File: src/rtl/out_port_uart_tx_if.sv
// rtl/out_port_uart_tx_if.sv - handshake bundle between the output register and the UART serialiser
interface out_port_uart_tx_if;
    logic [31:0] data_in;
    logic        start;
    logic        tx;
    logic        busy;
    logic        done;
    logic        overrun;

    modport master (output data_in, start, input tx, busy, done, overrun);
    modport slave  (input data_in, start, output tx, busy, done, overrun);
endinterface

File: src/rtl/out_port_uart_tx.sv
// rtl/out_port_uart_tx.sv - sends a captured 32-bit word as four back-to-back 8N1 UART frames
module out_port_uart_tx #(
    parameter int CLKS_PER_BIT   = 434,
    parameter bit MSB_BYTE_FIRST = 1'b0
) (
    input  logic                      clk,
    input  logic                      reset,
    out_port_uart_tx_if.slave         bus
);
    localparam int BW = (CLKS_PER_BIT > 2) ? $clog2(CLKS_PER_BIT) : 1;
    localparam logic [BW-1:0] BAUD_MAX = BW'(CLKS_PER_BIT - 1);

    localparam logic [1:0] S_IDLE  = 2'd0;
    localparam logic [1:0] S_START = 2'd1;
    localparam logic [1:0] S_DATA  = 2'd2;
    localparam logic [1:0] S_STOP  = 2'd3;

    logic [1:0]    r_state;
    logic [31:0]   r_shift;
    logic [2:0]    r_bit;
    logic [1:0]    r_byte;
    logic [BW-1:0] r_baud;
    logic          r_tx;
    logic          r_busy;
    logic          r_done;
    logic          r_overrun;
    logic [31:0]   w_capture;
    logic          w_bit_end;

    // Bytes are reordered at capture so the shifter always drains from bit 0.
    assign w_capture = MSB_BYTE_FIRST ?
        {bus.data_in[7:0], bus.data_in[15:8], bus.data_in[23:16], bus.data_in[31:24]} :
        bus.data_in;
    assign w_bit_end = (r_baud == BAUD_MAX);

    always_ff @(posedge clk) begin
        if (reset) begin
            r_state   <= S_IDLE;
            r_shift   <= 32'd0;
            r_bit     <= 3'd0;
            r_byte    <= 2'd0;
            r_baud    <= '0;
            r_tx      <= 1'b1;
            r_busy    <= 1'b0;
            r_done    <= 1'b0;
            r_overrun <= 1'b0;
        end else begin
            r_done <= 1'b0;
            if (bus.start && r_busy) begin
                r_overrun <= 1'b1;
            end
            case (r_state)
                S_IDLE: begin
                    r_tx   <= 1'b1;
                    r_busy <= 1'b0;
                    if (bus.start) begin
                        r_shift <= w_capture;
                        r_byte  <= 2'd0;
                        r_bit   <= 3'd0;
                        r_baud  <= '0;
                        r_state <= S_START;
                        r_tx    <= 1'b0;
                        r_busy  <= 1'b1;
                    end
                end
                S_START: begin
                    if (w_bit_end) begin
                        r_baud  <= '0;
                        r_bit   <= 3'd0;
                        r_state <= S_DATA;
                        r_tx    <= r_shift[0];
                    end else begin
                        r_baud <= r_baud + BW'(1);
                    end
                end
                S_DATA: begin
                    if (w_bit_end) begin
                        r_baud  <= '0;
                        r_shift <= {1'b0, r_shift[31:1]};
                        if (r_bit == 3'd7) begin
                            r_state <= S_STOP;
                            r_tx    <= 1'b1;
                        end else begin
                            r_bit <= r_bit + 3'd1;
                            r_tx  <= r_shift[1];
                        end
                    end else begin
                        r_baud <= r_baud + BW'(1);
                    end
                end
                default: begin
                    if (w_bit_end) begin
                        r_baud <= '0;
                        if (r_byte != 2'd3) begin
                            r_byte  <= r_byte + 2'd1;
                            r_state <= S_START;
                            r_tx    <= 1'b0;
                        end else begin
                            r_state <= S_IDLE;
                            r_tx    <= 1'b1;
                            r_busy  <= 1'b0;
                            r_done  <= 1'b1;
                        end
                    end else begin
                        r_baud <= r_baud + BW'(1);
                    end
                end
            endcase
        end
    end

    assign bus.tx      = r_tx;
    assign bus.busy    = r_busy;
    assign bus.done    = r_done;
    assign bus.overrun = r_overrun;
endmodule

File: src/flat_wrapper.sv
// flat-port wrapper written by rule: the top's interface ports become plain ports
module out_port_uart_tx_flat 
#(
    parameter int CLKS_PER_BIT   = 434,
    parameter bit MSB_BYTE_FIRST = 1'b0
)
  (clk, reset, bus_data_in, bus_start, bus_tx, bus_busy, bus_done, bus_overrun);
  out_port_uart_tx_if bus_i ();
  input  logic clk;
  input  logic reset;
  input wire logic [$bits(bus_i.data_in)-1:0] bus_data_in;
  input wire logic [$bits(bus_i.start)-1:0] bus_start;
  output wire logic [$bits(bus_i.tx)-1:0] bus_tx;
  output wire logic [$bits(bus_i.busy)-1:0] bus_busy;
  output wire logic [$bits(bus_i.done)-1:0] bus_done;
  output wire logic [$bits(bus_i.overrun)-1:0] bus_overrun;
  assign bus_i.data_in = bus_data_in;
  assign bus_i.start = bus_start;
  assign bus_tx = bus_i.tx;
  assign bus_busy = bus_i.busy;
  assign bus_done = bus_i.done;
  assign bus_overrun = bus_i.overrun;
  out_port_uart_tx #(.CLKS_PER_BIT(CLKS_PER_BIT), .MSB_BYTE_FIRST(MSB_BYTE_FIRST)) u_core (.clk(clk), .reset(reset), .bus(bus_i));
endmodule
File: config.mk
export PLATFORM = sky130hd
export DESIGN_NAME = out_port_uart_tx_flat
export DESIGN_NICKNAME = d
export VERILOG_FILES = /design/src/rtl/out_port_uart_tx_if.sv /design/src/rtl/out_port_uart_tx.sv /design/src/flat_wrapper.sv
export SDC_FILE = /design/constraint.sdc
export NUM_CORES = 1
export LEC_CHECK = 0
export ABC_AREA = 0
export BUFFER_PORTS_ARGS = -buffer_cell sky130_fd_sc_hd__buf_2
export CORE_MARGIN = 1
export CORE_UTILIZATION = 51
export CTS_CLUSTER_SIZE = 28
export DETAILED_ROUTE_END_ITERATION = 8
export PLACE_DENSITY = 0.78
export SLEW_MARGIN = 25
export SYNTH_ARGS = -nofsm -noshare
export SYNTH_HDL_FRONTEND = slang
export SYNTH_SLANG_ARGS = --single-unit
File: constraint.sdc
create_clock -name clk -period 1.8 [get_ports clk]
set_clock_uncertainty 0.1 [all_clocks]
set_input_delay 0.36 -clock clk [delete_from_list [all_inputs] [get_ports clk]]
set_output_delay 0.36 -clock clk [all_outputs]
set_load 0.005 [all_outputs]
== Word-level counts from Yosys, hierarchy flattened ==
Index checks and enable logic that the tools add are counted.
Storage, ports and cells
  register bits: 52
  bits of input ports: 35
  output and inout bits: 4
  word-level logic and storage cells: 72
Operators by class
  add/subtract/negate cells: 3
  equal/unequal tests: 11
  mux-type cells: 33
  bitwise gates (word level): 2
  reductions and logical operators: 14
Operators with widths (number)
  $mux 32: 2
  $pmux 32 s2: 1
  $mux 9: 3
  $mux 2: 8
  $mux 3: 4
  $mux 1: 10
  $reduce_and 5->1: 2
  $add 9x1->9 const B: 1
  $eq 9x9->1 const B: 1
  $pmux 3 s3: 1
  $reduce_and 3->1: 3
  $ne 2x2->1 const B: 4
  $ne 2x1->1 const B: 3
  $pmux 2 s3: 1
  $reduce_bool 2->1: 3
  $reduce_or 5->1: 1
  $pmux 2 s2: 1
  $reduce_and 4->1: 1
  $add 3x1->3 const B: 1
  $eq 3x3->1 const B: 1
  $pmux 1 s3: 1
  $reduce_bool 3->1: 1
  $add 2x1->2 const B: 1
  $eq 2x1->1 const B: 1
  other kinds (6): 7

== Longest topological paths before layout ==
Gate-level depths: netlist of the first run.
  word-level depth: 4
  mapped depth: 9
  depth with buffers taken out: 6

== Worst setup path after synthesis of the first run ==
No wires, ideal clock.
  path kind: register to register
  from: register u_core.r_state[0]
  to: register u_core.r_shift[0]
  library setup time: 0.145 ns
  arrival: 1.639 ns
  data required time: 1.555 ns
  setup slack: -0.084 ns
  stages on the path, launching flop included: 8
  buffers on the path: 3
  clock period less this slack: 1.884 ns
  cell sequence: dfxtp_1 inv_1 ha_1 buf_2 buf_2 clkbuf_1 mux2i_1 a211oi_2
On the way
  cells in the longest elaborated chain, start to end: 3
  elaborated cells on any way between the ends: 7
  classes of those cells: eq/ne (3); mux (1); reduce/logical (3)
Ends and longest elaborated chain
  start: declaration: RTL line out_port_uart_tx.sv:18  | logic [1:0] r_state;
  start signal: assignment: RTL line out_port_uart_tx.sv:38  | r_state <= S_IDLE;
  start signal: assignment: RTL line out_port_uart_tx.sv:61  | r_state <= S_START;
  start signal: assignment: RTL line out_port_uart_tx.sv:70  | r_state <= S_DATA;
  $eq 2x2->1 / $logic_not 2->1 (equally long branches): RTL line out_port_uart_tx.sv:52  | case (r_state)
  $ne 2x1->1 (no line) (tied with other cells)
  $reduce_and 3->1 (no line)
  end signal: assignment: RTL line out_port_uart_tx.sv:57  | r_shift <= w_capture;
  end signal: assignment: RTL line out_port_uart_tx.sv:79  | r_shift <= {1'b0, r_shift[31:1]};
  end: declaration: RTL line out_port_uart_tx.sv:19  | logic [31:0] r_shift;
Several ways; a longest one is shown, not always the timed one.
A chain may end at the register's enable or synchronous reset.

== Final worst setup path of the first run ==
  from: register u_core.r_baud[2]
  to: register u_core.r_shift[4]
On the way
  cells in the longest elaborated chain, start to end: 3
Ends and longest elaborated chain
  start: declaration: RTL line out_port_uart_tx.sv:22  | logic [BW-1:0] r_baud;
  start signal: assignment: RTL line out_port_uart_tx.sv:73  | r_baud <= r_baud + BW'(1);
  start signal: assignment: RTL line out_port_uart_tx.sv:88  | r_baud <= r_baud + BW'(1);
  start signal: assignment: RTL line out_port_uart_tx.sv:105  | r_baud <= r_baud + BW'(1);
  $eq 9x9->1: RTL line out_port_uart_tx.sv:34  | assign w_bit_end = (r_baud == BAUD_MAX);
  $ne 2x1->1 (no line)
  $reduce_and 3->1 (no line)
Every way passes these cells.

==> results of run 1 <==
## placed cells by master, fill, tap and decap left out, types with 3 or more instances in the layout
master	instances
a211oi_2	25
nand3_1	7
mux2i_1	33
nand2_1	14
nor2_1	8
inv_1	7
a211oi_1	7
nand3b_1	3
buf_2	38
a31oi_1	3
nor3_1	5
dfxtp_1	49
buf_6	6
nor2_2	3
ha_1	8
buf_12	3
dfxtp_2	3
buf_4	28
a21oi_1	38
o21ai_0	5
clkbuf_8	5
## worst max-delay path: stages (launching register included)
cell      delay, ps
dfxtp_2         330
or4b_4          560
o21ai_4         190
buf_6           210
a21oi_1         100
a211oi_2        200
## sequential cells by signal (all words and copies together), names as in the netlist
| name | flops |
|---|---|
| u_core.r_baud | 9 |
| u_core.r_byte | 2 |
| u_core.bus.tx | 1 |
| u_core.bus.overrun | 1 |
| u_core.r_shift | 32 |
| u_core.bus.busy | 1 |
| u_core.r_bit | 3 |
| u_core.r_state | 2 |
| u_core.bus.done | 1 |
## layer usage
metal	wire, um	up-vias	part of all wire
met2	3030	46	0.49
met3	189	7	0.031
met1	2890	1117	0.47
met4	48	0	0.0078
met5	0	-	0
li1	-	1174	-
## stage by stage
step / utilization / cell area [um^2] / setup WS, ps / setup TNS, ps / hold slack, ps
floorplan: - / 2740 / -13.2 / -220 / 339
global placement: 0.619 / 3180 / 17.3 / 0 / 348
detailed placement: 0.619 / 3180 / -58.2 / -144 / 355
CTS: 0.648 / 3330 / 2.80 / 0 / 239
global route: 0.666 / 3420 / -47.1 / -512 / 257
finish: 0.666 / 3420 / 19.3 / 0 / 247
## worst paths after layout
check	startpoint	end	slack [ps]	cells past startpoint
worst min register to register	u_core.r_shift[31]	u_core.r_shift[31]	370	2
worst max-delay path	u_core.r_baud[2]	u_core.r_shift[4]	20	5
worst max register to register	u_core.r_baud[2]	u_core.r_shift[4]	20	5
worst min-delay path	bus_data_in[31]	u_core.r_shift[31]	250	3
## cell type report
cell class / count / area share
multi-input combinational: 200 / 0.470
sequential: 52 / 0.305
timing repair buffer: 75 / 0.154
tap: 70 / 0.0256
clock buffer: 5 / 0.0201
clock inverter: 2 / 0.0175
inverter: 7 / 0.00768
## power breakdown
group / total, W / internal, W / switching, W
clock network: 0.000921 / 0.000547 / 0.000374
registers: 0.00180 / 0.00157 / 0.000229
logic: 0.00285 / 0.00134 / 0.00151
total: 0.00557 / 0.00346 / 0.00212
## repair_timing
item | in CTS | in global routing
pin swaps | 1 | 2
cloned | 0 | 1
endpoints found under the setup margin | 28 | 42
buffers inserted | 0 | 0
resized for setup | 6 | 23
hold buffers | 0 | 0
## cell families (layout without fill, tap and decap cells)
family	Yosys count	after routing	synth area share
and+or+nand+nor	57	57	0.112
AOI/OAI and AO/OA	101	101	0.283
DFF	52	52	0.382
adders and majority gates	9	9	0.0413
muxes	33	33	0.121
buffers and inverters	30	89	0.0610
==> results by group, run 1 <==
Yosys
  • Synth unique cells: 46
  • Yosys warns: 0
  • Post-Syn Area: 0.00273 mm^2
  • Synthesized Nets: 326
  • Post-synth EDFFs: 0
  • Most common cell in the synthesized netlist: dfxtp_1
  • Main synth FF type: dfxtp_1
  • Async SR Flop Fraction: 0
  • Post-synth top area share: 0.382
  • Cells after Synth: 282
  • Synth area leaders: dfxtp_1 38%, mux2i_1 12%, a211oi_2 9.2%, a21oi_1 7.2%, ha_1 4.1%
  • #FFs+latches synth: 52
  • Post-synthesis area per instance: 9.67 um^2
  • Synth area leader: dfxtp_1
  • Sequential area share after synthesis: 0.382
  • Synth top cells by count: 52 x dfxtp_1, 39 x a21oi_1, 33 x mux2i_1

Cells and area
  • Reg area: 0.00104 mm^2
  • Area grow syn2layout: 25.6%
  • N_diodes: 0
  • Final #Nets: 385
  • Multi-input logic area: 0.00161 mm^2
  • Layout cells sized above 1: 0.370
  • Fillers: 406
  • Non-filler cells, final: 411

Floorplanning
  • Die area: 0.00564 mm^2
  • Io pins: 39
  • Num rows: 26
  • CORE AREA: 0.00514 mm^2
  • Die W: 75.1 um
  • Die Ht: 75.1 um
  • Initial Utilization: 0.530

CTS
  • Clock root buffer: clkbuf_8
  • TritonCTS clock tree: yes
  • Clock Path Buffers: 2
  • Worst skew pair latency: 300 ps
  • CTS buffer count: 5
  • H-tree levels: 2
  • CTS sink cnt: 52
  • Clock slew at reported path FFs: 90 ps

STA
  • Slew HR: 0.761
  • Fin. max-slew vios: 0
  • Fmax: 562 MHz
  • Worst Tran Pin Value: 358 ps
  • RSZ-0062 raised after global routing: true
  • Final period utilization: 0.989
  • Hold Vio Cnt, Final: 0
  • Period minus WS final: 1780 ps
  • Setup-failing EPs final: 0

Route
  • Via Count: 2344
  • Avg WL per Cell: 15.0 um
  • DRT iter0 DRCs: 122
  • Routed wire length: 6.16 mm
  • DRC viols: 0
  • Initial DRT Pass Iterations: 4
  • Antenna Violating Nets Remaining: 0
  • Vias per cell: 5.70

Setup path
  • Crit path max fanout: 20
  • Crit. End Element: flip-flop
  • Worst Path Arrival: 1900 ps
  • Critical path type: reg2reg
  • Crit start category: flip-flop
  • Worst endpoint required time: 1920 ps

Global routing
  • Overflow after GRT: 0
  • Gr busiest metal: met2
  • Initial antenna violation count: 0
  • Grt met3 use: 0.0402
  • Met1 GRT Util: 0.282
  • Number of global-route vias before repair: 2225
  • Pin count of the biggest net entering global routing: 31
  • Tot GR Track Use: 0.223
  • First-pass GRT wire length: 9.64 mm
  • Met2 Use GR: 0.390

Worst hold path
  • Hold crit path type: in2reg

Pwr
  • Pwr dens: 1630 mW/mm^2
  • Pleak: 1.28 nW
  • Maximum vdd drop: 800 uV
  • Overall power: 0.00557 W

Placed design
  • Placed cell count: 403
  • # port buffers: 38
  • Final Wtd Congestion: 0.902
  • HPWL after DPL: 4.21 mm

Flow run
  • Maxcap violations: 0

Status
  • Status: completed
(Power assumes the default switching activity.)
==> inputs of run 2 (changes only) <==
--- a/config.mk
+++ b/config.mk
@@ -12,7 +12,9 @@
 export CTS_CLUSTER_SIZE = 28
 export DETAILED_ROUTE_END_ITERATION = 8
 export PLACE_DENSITY = 0.78
+export REMOVE_ABC_BUFFERS = 1
 export SLEW_MARGIN = 25
 export SYNTH_ARGS = -nofsm -noshare
 export SYNTH_HDL_FRONTEND = slang
 export SYNTH_SLANG_ARGS = --single-unit
+export TNS_END_PERCENT = 20
==> results by group, run 2 (synthesized netlist as in run 1, its figures left out) <==
Status
  • Status: finished, violations left
  • Failing checks: setup timing

Setup path
  • Worst endpoint required time: 1910 ps
  • R2r endpoint: u_core.r_state[0]
  • Crit path max fanout: 11
  • Reg2Reg Setup Slack: -30 ps
  • Cell count of the worst reg-to-reg path: 6
  • Crit-path slowest cell: or4_1
  • CP peak stage delay: 420 ps
  • Crit path to: u_core.r_state[0]
  • Worst Path Arrival: 1930 ps
  • Reg2reg start: u_core.r_state[0]
  • Crit start category: flip-flop
  • Crit. End Element: flip-flop
  • Crit-path cells: inv_1 -> ha_2 -> buf_4 -> o311ai_0 -> or4_1 -> o31ai_1
  • CP startpoint: u_core.r_state[0]
  • Critical path type: reg2reg

Cells and area
  • Area grow syn2layout: 22.7%
  • Largest regs: u_core.r_shift: 32 flops, u_core.r_baud: 9 flops, u_core.r_bit: 3 flops
  • Layout cells sized above 1: 0.325
  • Leading cell type in the layout, fill and taps excluded: dfxtp_1
  • Final #Nets: 378
  • N_diodes: 0
  • Commonest cells after routing, fill and taps aside: 52 x dfxtp_1, 39 x a21oi_1, 38 x buf_2
  • Largest register by flop count: u_core.r_shift
  • Max reg flops: 32

Global routing
  • First-pass GRT wire length: 10.1 mm
  • Number of global-route vias before repair: 2211
  • Pin count of the biggest net entering global routing: 49
  • Initial antenna violation count: 0
  • Overflow after GRT: 0
  • Tot GR Track Use: 0.235

Placed design
  • # port buffers: 38
  • Pre-CTS setup slack: -20.9 ps
  • Final Wtd Congestion: 0.842
  • HPWL after DPL: 4.11 mm

Pwr
  • Pleak: 1.25 nW
  • Maximum vdd drop: 1100 uV
  • Overall power: 0.00553 W
  • Pwr dens: 1650 mW/mm^2

Floorplanning
  • Die area: 0.00564 mm^2
  • Die W: 75.1 um
  • CORE AREA: 0.00514 mm^2
  • Io pins: 39
  • Initial Utilization: 0.530
  • Num rows: 26
  • Die Ht: 75.1 um

Route
  • Vias per cell: 5.77
  • Initial DRT Pass Iterations: 4
  • Avg WL per Cell: 15.8 um
  • DRT iter0 DRCs: 150
  • Antenna Violating Nets Remaining: 0
  • DRC viols: 0
  • Via Count: 2336
  • Routed wire length: 6.41 mm

Flow run
  • Maxcap violations: 0

STA
  • RSZ-0062 raised after global routing: true
  • Final setup margin: -25.5 ps
  • Fmax: 548 MHz
  • Slew HR: 0.709
  • Period minus WS final: 1830 ps
  • Worst Tran Pin Value: 437 ps
  • Setup-failing EPs final: 1
  • Fin. max-slew vios: 0
  • Hold Vio Cnt, Final: 0
  • Final period utilization: 1.01
  • Setup TNS: -25.5 ps

CTS
  • Clock slew at reported path FFs: 100 ps
  • # Post-CTS Setup Buffers: 0
  • TritonCTS clock tree: yes
  • Post-CTS Hold Buffers: 0
  • CTS sink cnt: 52
  • CTS buffer count: 5
  • Clock Path Buffers: 2
  • Clock root buffer: clkbuf_8
  • H-tree levels: 2
  • Worst skew pair latency: 310 ps

Worst hold path
  • Hold crit path type: in2reg
-- run 2: metrics by stage --
step	hold WS (ps)	util	std cells	cell area, um^2
3_3_place_gp	342	0.606	395	3120
6_report	222	0.651	405	3350
4_1_cts	218	0.640	404	3290
3_5_place_dp	362	0.606	395	3120
5_1_grt	243	0.651	405	3350
2_1_floorplan	325	-	259	2590
-- run 2: worst min path at each step --
stage | startpoint | endpoint | slack, ps | cells after the start
global route | bus_data_in[31] | u_core.r_shift[31] | 240 | 3
CTS | bus_data_in[31] | u_core.r_shift[31] | 220 | 3
global placement | u_core.bus.overrun | u_core.bus.overrun | 340 | 2
detailed placement | u_core.bus.tx | u_core.bus.tx | 360 | 1
floorplan | reset | u_core.r_shift[0] | 320 | 1
finish | bus_data_in[31] | u_core.r_shift[31] | 220 | 3
-- run 2: repair_timing --
action | in CTS | in global routing
pin swaps | 1 | 3
gates resized for setup | 6 | 8
gates cloned | 1 | 1
setup endpoints to repair | 33 | 31
-- run 2: metal layers --
| metal | part of all wire | up-vias | track usage |
|---|---|---|---|
| li1 | - | 1166 | - |
| met1 | 0.46 | 1105 | 0.308 |
| met2 | 0.49 | 56 | 0.388 |
| met3 | 0.043 | 9 | 0.0482 |
| met4 | 0.012 | 0 | 0.0776 |
| met5 | 0 | - | 0 |
-- run 2: area by class of cell --
cell class / count / area [um^2]
Multi-Input combinational cell: 200 / 1560
Fill cell: 428 / 1790
Timing Repair Buffer: 68 / 502
Clock buffer: 7 / 96.3
Tap cell: 70 / 87.6
Inverter: 7 / 26.3
Sequential cell: 52 / 1040
Clock inverter: 1 / 30.0
-- run 2: worst max-delay path: cells and delay by family, from the launching register on --
kind                     cells  cell delay [ps]
AO/OA/AOI/OAI                2              250
adder cells (fa/ha/maj)      1              290
buffers and inverters        2              330
flip-flops                   1              320
AND/OR/NAND/NOR              1              420
-- run 2: where the power goes --
| part | total [W] | internal, W | switching, W |
|---|---|---|---|
| logic | 0.00285 | 0.00136 | 0.00149 |
| clock network | 0.000884 | 0.000491 | 0.000393 |
| registers | 0.00180 | 0.00157 | 0.000229 |
| total | 0.00553 | 0.00342 | 0.00211 |
==> inputs of run 3 (changes only) <==
--- a/config.mk
+++ b/config.mk
@@ -12,6 +12,7 @@
 export CTS_CLUSTER_SIZE = 28
 export DETAILED_ROUTE_END_ITERATION = 8
 export PLACE_DENSITY = 0.78
+export RECOVER_POWER = 100
 export REMOVE_ABC_BUFFERS = 1
 export SLEW_MARGIN = 25
 export SYNTH_ARGS = -nofsm -noshare
==> results by group, run 3 (synthesized netlist as in run 1, its figures left out) <==
Status
  • Status: finished, violations left
  • Failing checks: setup timing

Setup path
  • CP peak stage delay: 420 ps
  • R2r endpoint: u_core.r_state[0]
  • Crit-path slowest cell: or4_1
  • Crit. End Element: flip-flop
  • Reg2Reg Setup Slack: -40 ps
  • Worst endpoint required time: 1910 ps
  • Crit-path cells: inv_1 -> ha_2 -> buf_4 -> o311ai_0 -> or4_1 -> o31ai_1
  • Cell count of the worst reg-to-reg path: 6
  • Crit start category: flip-flop
  • Delay-heaviest family, CP: simple AND/OR/NAND/NOR gates
  • Crit path buf inv count: 2
  • Worst Path Arrival: 1940 ps
  • Critical path type: reg2reg
  • Crit path max fanout: 11
  • Reg2reg start: u_core.r_state[0]

CTS
  • TritonCTS clock tree: yes
  • CTS sink cnt: 52
  • Worst skew pair latency: 310 ps
  • Clock Path Buffers: 2
  • H-tree levels: 2
  • Clock slew at reported path FFs: 100 ps
  • Clock root buffer: clkbuf_8
  • CTS buffer count: 5
  • # Post-CTS Setup Buffers: 0

Cells and area
  • Area grow syn2layout: 22.1%
  • Commonest cells after routing, fill and taps aside: 52 x dfxtp_1, 39 x a21oi_1, 34 x buf_2
  • Largest regs: u_core.r_shift: 32 flops, u_core.r_baud: 9 flops, u_core.r_bit: 3 flops
  • N_diodes: 0
  • Max reg flops: 32
  • Leading cell type in the layout, fill and taps excluded: dfxtp_1
  • Layout cells sized above 1: 0.307
  • Non-filler cells, final: 405
  • Largest register by flop count: u_core.r_shift
  • Final #Nets: 378

STA
  • Slew HR: 0.708
  • Fmax: 544 MHz
  • Final setup margin: -36.6 ps
  • Final period utilization: 1.02
  • Hold WS: 221 ps
  • Worst Tran Pin Value: 438 ps
  • Setup-failing EPs final: 1
  • Period minus WS final: 1840 ps
  • RSZ-0062 raised after global routing: true
  • Hold Vio Cnt, Final: 0
  • Fin. max-slew vios: 0

Pwr
  • Sw power: 0.00211 W
  • Pleak: 1.23 nW
  • Pwr dens: 1660 mW/mm^2
  • Combinational Power Share: 0.513
  • Reg power frac: 0.326
  • Internal: 0.00340 W
  • Sw Share: 0.383
  • Maximum vdd drop: 1100 uV
  • Clk network pwr share: 0.161

Floorplanning
  • CORE AREA: 0.00514 mm^2
  • Num rows: 26
  • Die W: 75.1 um
  • Io pins: 39
  • Die Ht: 75.1 um
  • Die area: 0.00564 mm^2
  • Initial Utilization: 0.530

Route
  • Via Count: 2337
  • Avg WL per Cell: 15.8 um
  • DRT iter0 DRCs: 152
  • DRC viols: 0
  • Antenna Violating Nets Remaining: 0
  • Routed wire length: 6.41 mm
  • Vias per cell: 5.77
  • Initial DRT Pass Iterations: 4

Placed design
  • Pre-CTS setup slack: -20.9 ps
  • # port buffers: 38
  • Placed cell count: 395
  • HPWL after DPL: 4.11 mm
  • Final Wtd Congestion: 0.842

Global routing
  • Gr busiest metal: met2
  • Overflow after GRT: 0
  • Tot GR Track Use: 0.235
  • Initial antenna violation count: 0
  • Met1 GRT Util: 0.308
  • Grt met3 use: 0.0482
  • Met2 Use GR: 0.388
  • First-pass GRT wire length: 10.1 mm
  • Number of global-route vias before repair: 2211
  • Pin count of the biggest net entering global routing: 49

Flow run
  • Maxcap violations: 0

Worst hold path
  • Hold crit path type: in2reg
  • Hold_sp: bus_data_in[31]
  • Hold depth: 3
  • Worst Hold Path EP: u_core.r_shift[31]
run 3: how the worst max path moves through the flow:
stage                      start                  to  slack (ps)  cells past startpoint
6_report       u_core.r_state[0]   u_core.r_state[0]         -40                      6
5_1_grt         u_core.r_baud[1]  u_core.r_shift[24]        -100                      7
4_1_cts         u_core.r_baud[2]   u_core.r_state[0]           4                      5
3_5_place_dp   u_core.r_state[0]  u_core.r_shift[16]         -20                      7
3_3_place_gp    u_core.r_baud[2]  u_core.r_shift[17]          10                      5
2_1_floorplan  u_core.r_state[0]  u_core.r_shift[10]       -2560                      6
run 3: through the flow:
stage                     power, W  setup TNS, ps  cell area [um^2]   util
final                      0.00551          -36.6              3330  0.648
after CTS                  0.00539              0              3290  0.640
after global routing       0.00586          -2090              3330  0.648
after global placement     0.00424              0              3120  0.606
after detailed placement   0.00433          -63.0              3120  0.606
after floorplan            0.00347         -87670              2590      -
run 3: power by group through the flow:
stage	combinational [W]	clock [W]	sequential, W
3_5_place_dp	0.00252	0	0.00181
2_1_floorplan	0.00170	0	0.00177
6_report	0.00283	0.000886	0.00180
4_1_cts	0.00271	0.000893	0.00179
3_3_place_gp	0.00245	0	0.00180
5_1_grt	0.00306	0.000947	0.00185
run 3: cell type report:
type	count	area, um^2
Multi-Input combinational cell	200	1560
Inverter	7	26.3
Fill cell	432	1810
Clock inverter	1	30.0
Clock buffer	7	96.3
Sequential cell	52	1040
Tap cell	70	87.6
Timing Repair Buffer	68	484
run 3: metal layers:
| layer | vias to the layer above | part of all wire |
|---|---|---|
| li1 | 1166 | - |
| met1 | 1109 | 0.45 |
| met2 | 54 | 0.49 |
| met3 | 8 | 0.039 |
| met4 | 0 | 0.012 |
| met5 | - | 0 |
run 3: tightest hold or removal path, stage by stage:
cell      delay [ps]
buf_2             80
nand4b_1         100
o21ai_2           60
run 3: timing repair:
| action | in CTS | in global routing |
|---|---|---|
| pin swaps | 1 | 3 |
| setup endpoints to repair | 33 | 31 |
| gates resized for setup | 6 | 8 |
| cloned | 1 | 1 |
| hold buffers | 0 | 0 |
